## src/rtl/ext_unit_pipe.sv

```systemverilog
// ext_unit_pipe: registered immediate/shift-amount extender for the multi-cycle datapath.
// The main register drives the output; one skid register absorbs a beat of back-pressure.
module ext_unit_pipe #(
  parameter int IN_W  = 16,
  parameter int OUT_W = 32,
  parameter int SHL   = 2
) (
  input  logic             clk,
  input  logic             rst,
  input  logic             flush,
  input  logic             in_valid,
  output logic             in_ready,
  input  logic [IN_W-1:0]  in_data,
  input  logic [1:0]       in_mode,
  output logic             out_valid,
  input  logic             out_ready,
  output logic [OUT_W-1:0] out_data
);

  // state   | meaning
  // S_EMPTY | main and skid empty, output idle
  // S_MAIN  | main holds a result, skid empty
  // S_FULL  | main and skid both hold results, input stalled
  typedef enum logic [1:0] {
    S_EMPTY = 2'd0,
    S_MAIN  = 2'd1,
    S_FULL  = 2'd2
  } state_t;

  state_t state, state_nxt;

  logic             accept;
  logic             take;
  logic             load_main_in;
  logic             load_main_skid;
  logic             load_skid;
  logic [OUT_W-1:0] ext_zero;
  logic [OUT_W-1:0] ext_sign;
  logic [OUT_W-1:0] ext_val;
  logic [OUT_W-1:0] skid_data;

  assign accept = in_valid & in_ready;
  assign take   = out_valid & out_ready;

  // Size casts keep this legal when IN_W == OUT_W (no zero-width replication).
  assign ext_zero = OUT_W'(in_data);
  assign ext_sign = OUT_W'($signed(in_data));

  always_comb begin
    ext_val = ext_zero;
    unique case (in_mode)
      2'd0: ext_val = ext_zero;
      2'd1: ext_val = ext_sign;
      2'd2: ext_val = ext_zero << (OUT_W - IN_W);
      2'd3: ext_val = ext_sign << SHL;
    endcase
  end

  always_ff @(posedge clk or posedge rst) begin
    if (rst) state <= S_EMPTY;
    else     state <= state_nxt;
  end

  always_comb begin
    state_nxt = state;
    if (flush) begin
      state_nxt = S_EMPTY;
    end else begin
      case (state)
        S_EMPTY: if (accept) state_nxt = S_MAIN;
        S_MAIN: begin
          if (take && !accept)      state_nxt = S_EMPTY;
          else if (!take && accept) state_nxt = S_FULL;
        end
        S_FULL:  if (take) state_nxt = S_MAIN;
        default: state_nxt = S_EMPTY;
      endcase
    end
  end

  // in_ready/out_valid decode only the registered state, never out_ready.
  always_comb begin
    in_ready       = (state != S_FULL);
    out_valid      = (state != S_EMPTY);
    load_main_in   = 1'b0;
    load_main_skid = 1'b0;
    load_skid      = 1'b0;
    if (!flush) begin
      load_main_in   = accept && ((state == S_EMPTY) || (state == S_MAIN && take));
      load_skid      = accept && (state == S_MAIN) && !take;
      load_main_skid = (state == S_FULL) && take;
    end
  end

  always_ff @(posedge clk or posedge rst) begin
    if (rst) begin
      out_data  <= '0;
      skid_data <= '0;
    end else begin
      if (load_main_skid)    out_data <= skid_data;
      else if (load_main_in) out_data <= ext_val;
      if (load_skid) skid_data <= ext_val;
    end
  end

endmodule

```

## config.mk

```make
export PLATFORM = sky130hd
export DESIGN_NAME = ext_unit_pipe
export DESIGN_NICKNAME = d
export VERILOG_FILES = /design/src/rtl/ext_unit_pipe.sv
export SDC_FILE = /design/constraint.sdc
export NUM_CORES = 1
export LEC_CHECK = 0
export BUFFER_PORTS_ARGS = -buffer_cell sky130_fd_sc_hd__buf_2
export CORE_UTILIZATION = 56
export CTS_CLUSTER_SIZE = 14
export DETAILED_ROUTE_END_ITERATION = 10
export PLACE_DENSITY = 0.8
export SETUP_SLACK_MARGIN = 0.5
export SLEW_MARGIN = 30
export SYNTH_ARGS = -nofsm -noshare
export SYNTH_HDL_FRONTEND = slang
export SYNTH_SLANG_ARGS = --single-unit
export TNS_END_PERCENT = 1
```

## constraint.sdc

```tcl
create_clock -name clk -period 3.2 [get_ports clk]
set_input_delay 0.96 -clock clk [delete_from_list [all_inputs] [get_ports clk]]
set_output_delay 0.96 -clock clk [all_outputs]
set_load 0.01 [all_outputs]
```

# Yosys cells after proc, flatten, opt, wreduce, memory -nomap -nowiden
# Cells that the tools add are included.
[op_classes]
add_sub_neg = 0
mul = 0
div = 0
order_cmp = 0
eq_ne = 9
shift = 0
muxes = 12
n_bitwise = 2
reduce_logical = 15
[ops]
columns = ["op", "count"]
rows = [
  ["$pmux W32 S4", 1],
  ["$mux W32", 2],
  ["$mux W2", 5],
  ["$logic_and A1 B1 Y1", 7],
  ["$eq A2 B2 Y1 const B", 3],
  ["$ne A3 B3 Y1 const B", 2],
  ["$pmux W2 S3", 1],
  ["$eq A2 B1 Y1 const B", 2],
  ["$logic_not A2 Y1", 2],
  ["$ne A4 B4 Y1 const B", 1],
  ["$reduce_bool A2 Y1", 2],
  ["$mux W1", 3],
  ["$reduce_and A3 Y1", 1],
  ["$and A1 B1 Y1", 2],
  ["$logic_not A1 Y1", 2],
  ["$ne A2 B2 Y1 const B", 1],
  ["$logic_or A1 B1 Y1", 1],
]
[totals]
register_bits = 66
latch_bits = 0
mem_bits_rw = 0
mem_bits_ro = 0
input_bits = 23
output_inout_bits = 34
elab_cells = 41
mem_count = 0

# Longest topological paths before layout
# Gate-level depths: netlist (run 1).
[logic_depth]
ltp_word = 8
depth_mapped = 5
ltp_nobuf = 3

# Worst setup path after synthesis (run 1)
# Ideal clock, no wire load.
[synth_timing]
kind = "input to register"
startpoint = "input port flush"
endpoint = "register out_data[10]"
setup_ns = 0.094
arrival_ns = 1.821
setup_slack_ns = 1.286
path_stages = 5
path_buffers = 2
cell_sequence = "nand4bb_1 clkbuf_1 o31a_2 buf_6 a221oi_2"
[synth_via]
elab_chain_len = 2
word_cells_on_any_way = 4
classes_between = "mux (3); reduce/logical (1)"
[synth_rtl]
columns = ["item", "line", "source"]
rows = [
  ["start: declaration", "10", "input logic flush,"],
  ["$mux W1", "88", "if (!flush) begin"],
  ["$mux W32 or $reduce_bool A2 Y1 (tied branches)", "-", ""],
  ["end signal: assignment", "100", "if (load_main_skid) out_data <= skid_data;"],
  ["end signal: assignment", "101", "else if (load_main_in) out_data <= ext_val;"],
  ["end: declaration", "17", "output logic [OUT_W-1:0] out_data"],
]
# Parallel ways exist; a longest one is shown, timed or not.
# A chain may end at the register's enable or synchronous reset.

# Worst setup path in the final report (run 1)
[layout_timing]
startpoint = "register state[1]"
endpoint = "output port out_valid"
[layout_via]
elab_chain_len = 1
[layout_rtl]
columns = ["item", "line", "source"]
rows = [
  ["start: declaration", "30", "state_t state, state_nxt;"],
  ["start signal: assignment", "61", "else state <= state_nxt;"],
  ["$reduce_bool A2 Y1", "84", "out_valid = (state != S_EMPTY);"],
  ["end: declaration", "15", "output logic out_valid,"],
]
# No other way between the ends.

==> impl_metrics.tcl, run 1 <==
set metrics [dict create \
    yosysSeqAreaShare_pct 51.2 \
    numCtsBuffers 9 \
    post_synth_fa_ha_maj_area_fraction_pct 0 \
    path_class "flop to primary output" \
    period_share_pct 69.0 \
    final_common_cell "dfrtp_1" \
    die-height_um 77.9 \
    peakVddDrop_v 0.000327 \
    synth_area_per_cell_um2 10.5 \
    maxSlewViolCount 0 \
    yosysWarningCount 0 \
    ys_ff_latch 66 \
    placed_area_um2 3560 \
    drt-initial-drc-count 200 \
    finalHoldViolCount 0 \
    place.gp.congestion 0.816 \
    syn_inst 307 \
    final_cell_mix "dfrtp_1 (66), buf_2 (56), a21oi_1 (46)" \
    critPathMaxStageDelay_ns 0.46 \
    initial_core_util_pct 58.2 \
    fin_area_um2 3760 \
    arrival_ns 1.25 \
    cts_tree "yes" \
    grt_pass1_wl_um 12800 \
    viasPerCell 6.03 \
    gr-total-overflow 0 \
    cts_root_buffer "clkbuf_8" \
    finClkSkew_ns 0.00634 \
    critPathLaunchType "flop" \
    ys.flop_type "dfrtp_1" \
    syn_area_um2 3230 \
    max_freq_ghz 0.453 \
    antenna_cells 0 \
    syn_to_final_growth_pct 16.6 \
    async_flop_share_pct 100 \
    post_synth_main_area_contributors "dfrtp_1 (51%), a221oi_2 (14%), a21oi_1 (7.1%)" \
    path_buf_inv 1 \
    dp_hpwl_um 5090 \
    finalCriticalPeriod_ns 2.21 \
    rsz0062_at_grt "no" \
    clkTransAtPathRegs_ns 0.07 \
    final_nets 378 \
    vias 2599 \
    grt_max_degree 59 \
    required_ns 2.24 \
    antenna_found_initial 0 \
    die-area_um2 6070 \
    min_path_type "flop to flop" \
    cpMaxStageDelayCell "dfrtp_1" \
    fp-row-count 27 \
    p_leak_uw 0.00173 \
    p_per_area_nw_per_um2 657 \
    die_w_um 77.9 \
    clock_latency_ns 0.36 \
    grt_pass1_vias 2524 \
    grt_usage_pct 27.9 \
    port-buffer-count 56 \
    synth_fp_nets 330 \
    worstPathMaxFanout 8 \
    endpoint_kind "primary output" \
    clockBufferDepth 2 \
    post_drt_wl_per_cell_um 17.9 \
    synthSimpleGateAreaFrac_pct 7.14 \
    htree_levels 3 \
    synth_top_family_by_area "compound AO/OA/AOI/OAI gates" \
    drive_gt1_share_pct 32.0 \
    crit_chain "or2_2, buf_2" \
    cap_viol_max_count 0 \
    synth_top_area_share_pct 51.2 \
    post_cts_buffers 0 \
    ant_nets 0 \
    max_slew.worst_pin.slew_ns 0.708 \
    hold_buffers 0 \
    synthMuxAreaShare_pct 1.59 \
    drc_errors 0 \
    clock-sinks 66 \
    synth-edff-count 0 \
    setup_tns_ns 0 \
    cts_resized 0 \
    yosysTopAreaCell "dfrtp_1" \
    wl_um 7730 \
    setup-violations-final 0 \
    slew_headroom_pct 52.6 \
    status "completed" \
    cp_top_family "flip-flops" \
    synth_compound_area_share_pct 31.4 \
    coreArea_um2 5540 \
    io_pins 57 \
    yosysUniqueCellTypes 31 \
    dr.pass1.iters 4 \
    synthXorXnorAreaFrac_pct 0 \
]
-- final cells by class --
cell class | instances | area [um2]
fillers | 449 | 1780
flip-flops and latches | 66 | 1650
multi-input cells | 178 | 1320
repair buffers | 63 | 358
clock buffers | 13 | 169
inverters | 37 | 139
well taps | 72 | 90.1
clock inverters | 2 | 35.0
-- metrics by stage --
step | worst slack [ns] | total power, uW | util (%) | hold slack (ns) | std cells
after floorplan | 0.585 | 1540 | - | 0.464 | 307
after global placement | 0.672 | 1700 | 64.0 | 0.476 | 416
after detailed placement | 0.664 | 1740 | 64.2 | 0.508 | 416
after CTS | 0.990 | 2470 | 67.9 | 0.516 | 431
after global routing | 0.901 | 2600 | 67.9 | 0.539 | 431
final | 0.992 | 2470 | 67.9 | 0.518 | 431
-- kinds of logic after synthesis --
family | count (synthesis)
compound gates | 124
buf+inv | 63
flops | 66
mux | 5
simple gates | 49
-- layer usage --
layer | up-vias | track usage (%) | part of all wire (%)
li1 | 1212 | - | -
met1 | 1284 | 37.7 | 43
met2 | 92 | 43.9 | 49
met3 | 11 | 5.18 | 6.9
met4 | 0 | 12.4 | 1.4
met5 | - | 0 | 0
-- cells in the mapped netlist, types with 2 or more instances --
library cell,n
a22oi_1,14
clkbuf_1,8
and2_0,2
dfrtp_1,66
buf_2,11
nor2_1,32
a31oi_1,28
inv_1,37
buf_6,3
buf_4,2
nand2b_1,2
buf_1,2
nand2_1,5
mux2i_1,4
a221oi_2,30
a21oi_1,46
-- sequential cells by signal (all words and copies together), names as in the netlist --
signal	count
out_data	32
skid_data	32
state	2
-- report_power, final --
group | switching (uW) | leakage [uW] | internal, uW
registers | 118 | 0.000762 | 1040
logic | 314 | 0.000858 | 258
clock network | 323 | 0.000106 | 419
total | 754 | 0.00173 | 1720
-- final timing paths --
check,depth (start not counted),slack (ns),to,start
setup / recovery,2,0.99,out_valid,state[1]
hold / removal,1,0.52,skid_data[16],skid_data[16]
setup reg to reg,4,1.29,skid_data[16],state[0]
hold reg to reg,1,0.52,skid_data[16],skid_data[16]
max in group asynchronous,3,1.95,out_data[19],rst
min in group asynchronous,2,0.64,out_data[28],rst
No activity file was read; power rests on OpenSTA's default activity.
==> run 2, diff against run 1 <==
clock period = 2.1 ns   (was 3.2 ns; I/O delays follow)
==> impl_metrics.tcl, run 2 (synthesis results as in run 1) <==
set metrics [dict create \
    status "completed" \
    cts_tree "yes" \
    rr_startpoint "state[1]" \
    endpoint_kind "primary output" \
    post_drt_wl_per_cell_um 18.1 \
    p_per_area_nw_per_um2 974 \
    grt_pass1_wl_um 13000 \
    peakVddDrop_v 0.000506 \
    gr-total-overflow 0 \
    arrival_ns 1.13 \
    top_regs "out_data: 32 flops, skid_data: 32 flops, state: 2 flops" \
    viasPerCell 6.18 \
    placed_area_um2 3590 \
    p_leak_uw 0.00175 \
    ff2ff_setup_slack_ns 0.39 \
    max_slew.worst_pin.slew_ns 0.785 \
    path_class "flop to primary output" \
    fillers 424 \
    finalHoldViolCount 0 \
    ant_nets 0 \
    slew_headroom_pct 47.6 \
    maxSlewViolCount 0 \
    port-buffer-count 56 \
    critPathLaunchType "flop" \
    setup-violations-final 0 \
    grt_max_degree 67 \
    rsz0062_at_grt "yes" \
    hold_buffers 0 \
    initial_core_util_pct 58.2 \
    grt_usage_pct 28.6 \
    cpMaxStageDelayCell "dfrtp_1" \
    die_w_um 77.9 \
    place.detailed.instances 419 \
    required_ns 1.47 \
    critPathMaxStageDelay_ns 0.42 \
    period_share_pct 83.6 \
    clock-sinks 66 \
    fin_area_um2 3830 \
    place.gp.congestion 0.820 \
    numCtsBuffers 9 \
    finClkSkew_ns 0.00587 \
    crit_path_start "state[0]" \
    syn_to_final_growth_pct 18.9 \
    dpl_worst_slack_ns 0.118 \
    coreArea_um2 5540 \
    crit_chain "or2_4, buf_6" \
    dr.pass1.iters 5 \
    htree_levels 3 \
    worstPathMaxFanout 4 \
    die-area_um2 6070 \
    max_freq_ghz 0.570 \
    fp-row-count 27 \
    drive_gt1_share_pct 33.5 \
    antenna_cells 0 \
    clockBufferDepth 2 \
    fin_cells 439 \
    die-height_um 77.9 \
    io_pins 57 \
    grt_pass1_vias 2666 \
    finalCriticalPeriod_ns 1.76 \
    cap_viol_max_count 0 \
    vias 2711 \
    final_common_cell "dfrtp_1" \
    cts_root_buffer "clkbuf_8" \
    antenna_found_initial 0 \
    clkTransAtPathRegs_ns 0.07 \
    holdWs_ns 0.378 \
    final_cell_mix "dfrtp_1 (65), buf_2 (55), a21oi_1 (46)" \
    final_nets 385 \
    postLayoutCoreUtil_pct 69.2 \
    drt-initial-drc-count 302 \
    setup_slack_ns 0.345 \
    wl_um 7960 \
    min_path_type "primary input to async pin" \
    clock_latency_ns 0.34 \
    dp_hpwl_um 4980 \
    drc_errors 0 \
]
run 2: path summary, 6_finish.rpt:
check / cells after the start / end
worst max-delay path: 2 / out_valid
worst min-delay path: 3 / out_data[30]
worst max register to register: 5 / out_data[28]
worst min register to register: 1 / skid_data[16]
max in group asynchronous: 3 / state[1]
min in group clk: 1 / skid_data[16]
run 2: per-stage QoR:
stage | total power [uW] | TNS, ns
final | 3740 | 0
after global routing | 3930 | 0
after CTS | 3740 | 0
after detailed placement | 2650 | 0
after global placement | 2610 | -1.07
after floorplan | 2350 | 0
run 2: area by class of cell:
| cell class | instances | area [um2] | share of cell area [%] |
|---|---|---|---|
| flip-flops and latches | 66 | 1650 | 43.1 |
| multi-input cells | 178 | 1320 | 34.3 |
| repair buffers | 70 | 437 | 11.4 |
| clock buffers | 14 | 163 | 4.24 |
| inverters | 37 | 143 | 3.72 |
| well taps | 72 | 90.1 | 2.35 |
| clock inverters | 2 | 35.0 | 0.914 |
run 2: metal layers:
metal | share of wire, % | GRT usage [%] | routed length, um | up-vias
met4 | 2.8 | 13.9 | 221 | 0
met1 | 43 | 38.1 | 3430 | 1329
met3 | 6.6 | 7.06 | 528 | 22
met2 | 48 | 43.9 | 3780 | 125
met5 | 0 | 0 | 0 | -
li1 | - | - | - | 1235
run 2: critical path: cells and delay by family (launching register included):
kind	cells	cell delay, ns
DFF	1	0.42
and+or+nand+nor	1	0.25
buffers and inverters	1	0.12
run 2: timing repair:
action | 4_1_cts | 5_1_grt
gates resized for setup | 4 | 1
pin swaps | 1 | 0
setup buffers | 3 | 1
endpoints found under the setup margin | 21 | 66
run 2: power by group:
group	total (uW)	internal (uW)	switching [uW]	leakage (uW)
clock	1080	613	464	0.000101
sequential	1760	1580	177	0.000760
combinational	897	410	487	0.000893
total	3740	2610	1130	0.00175
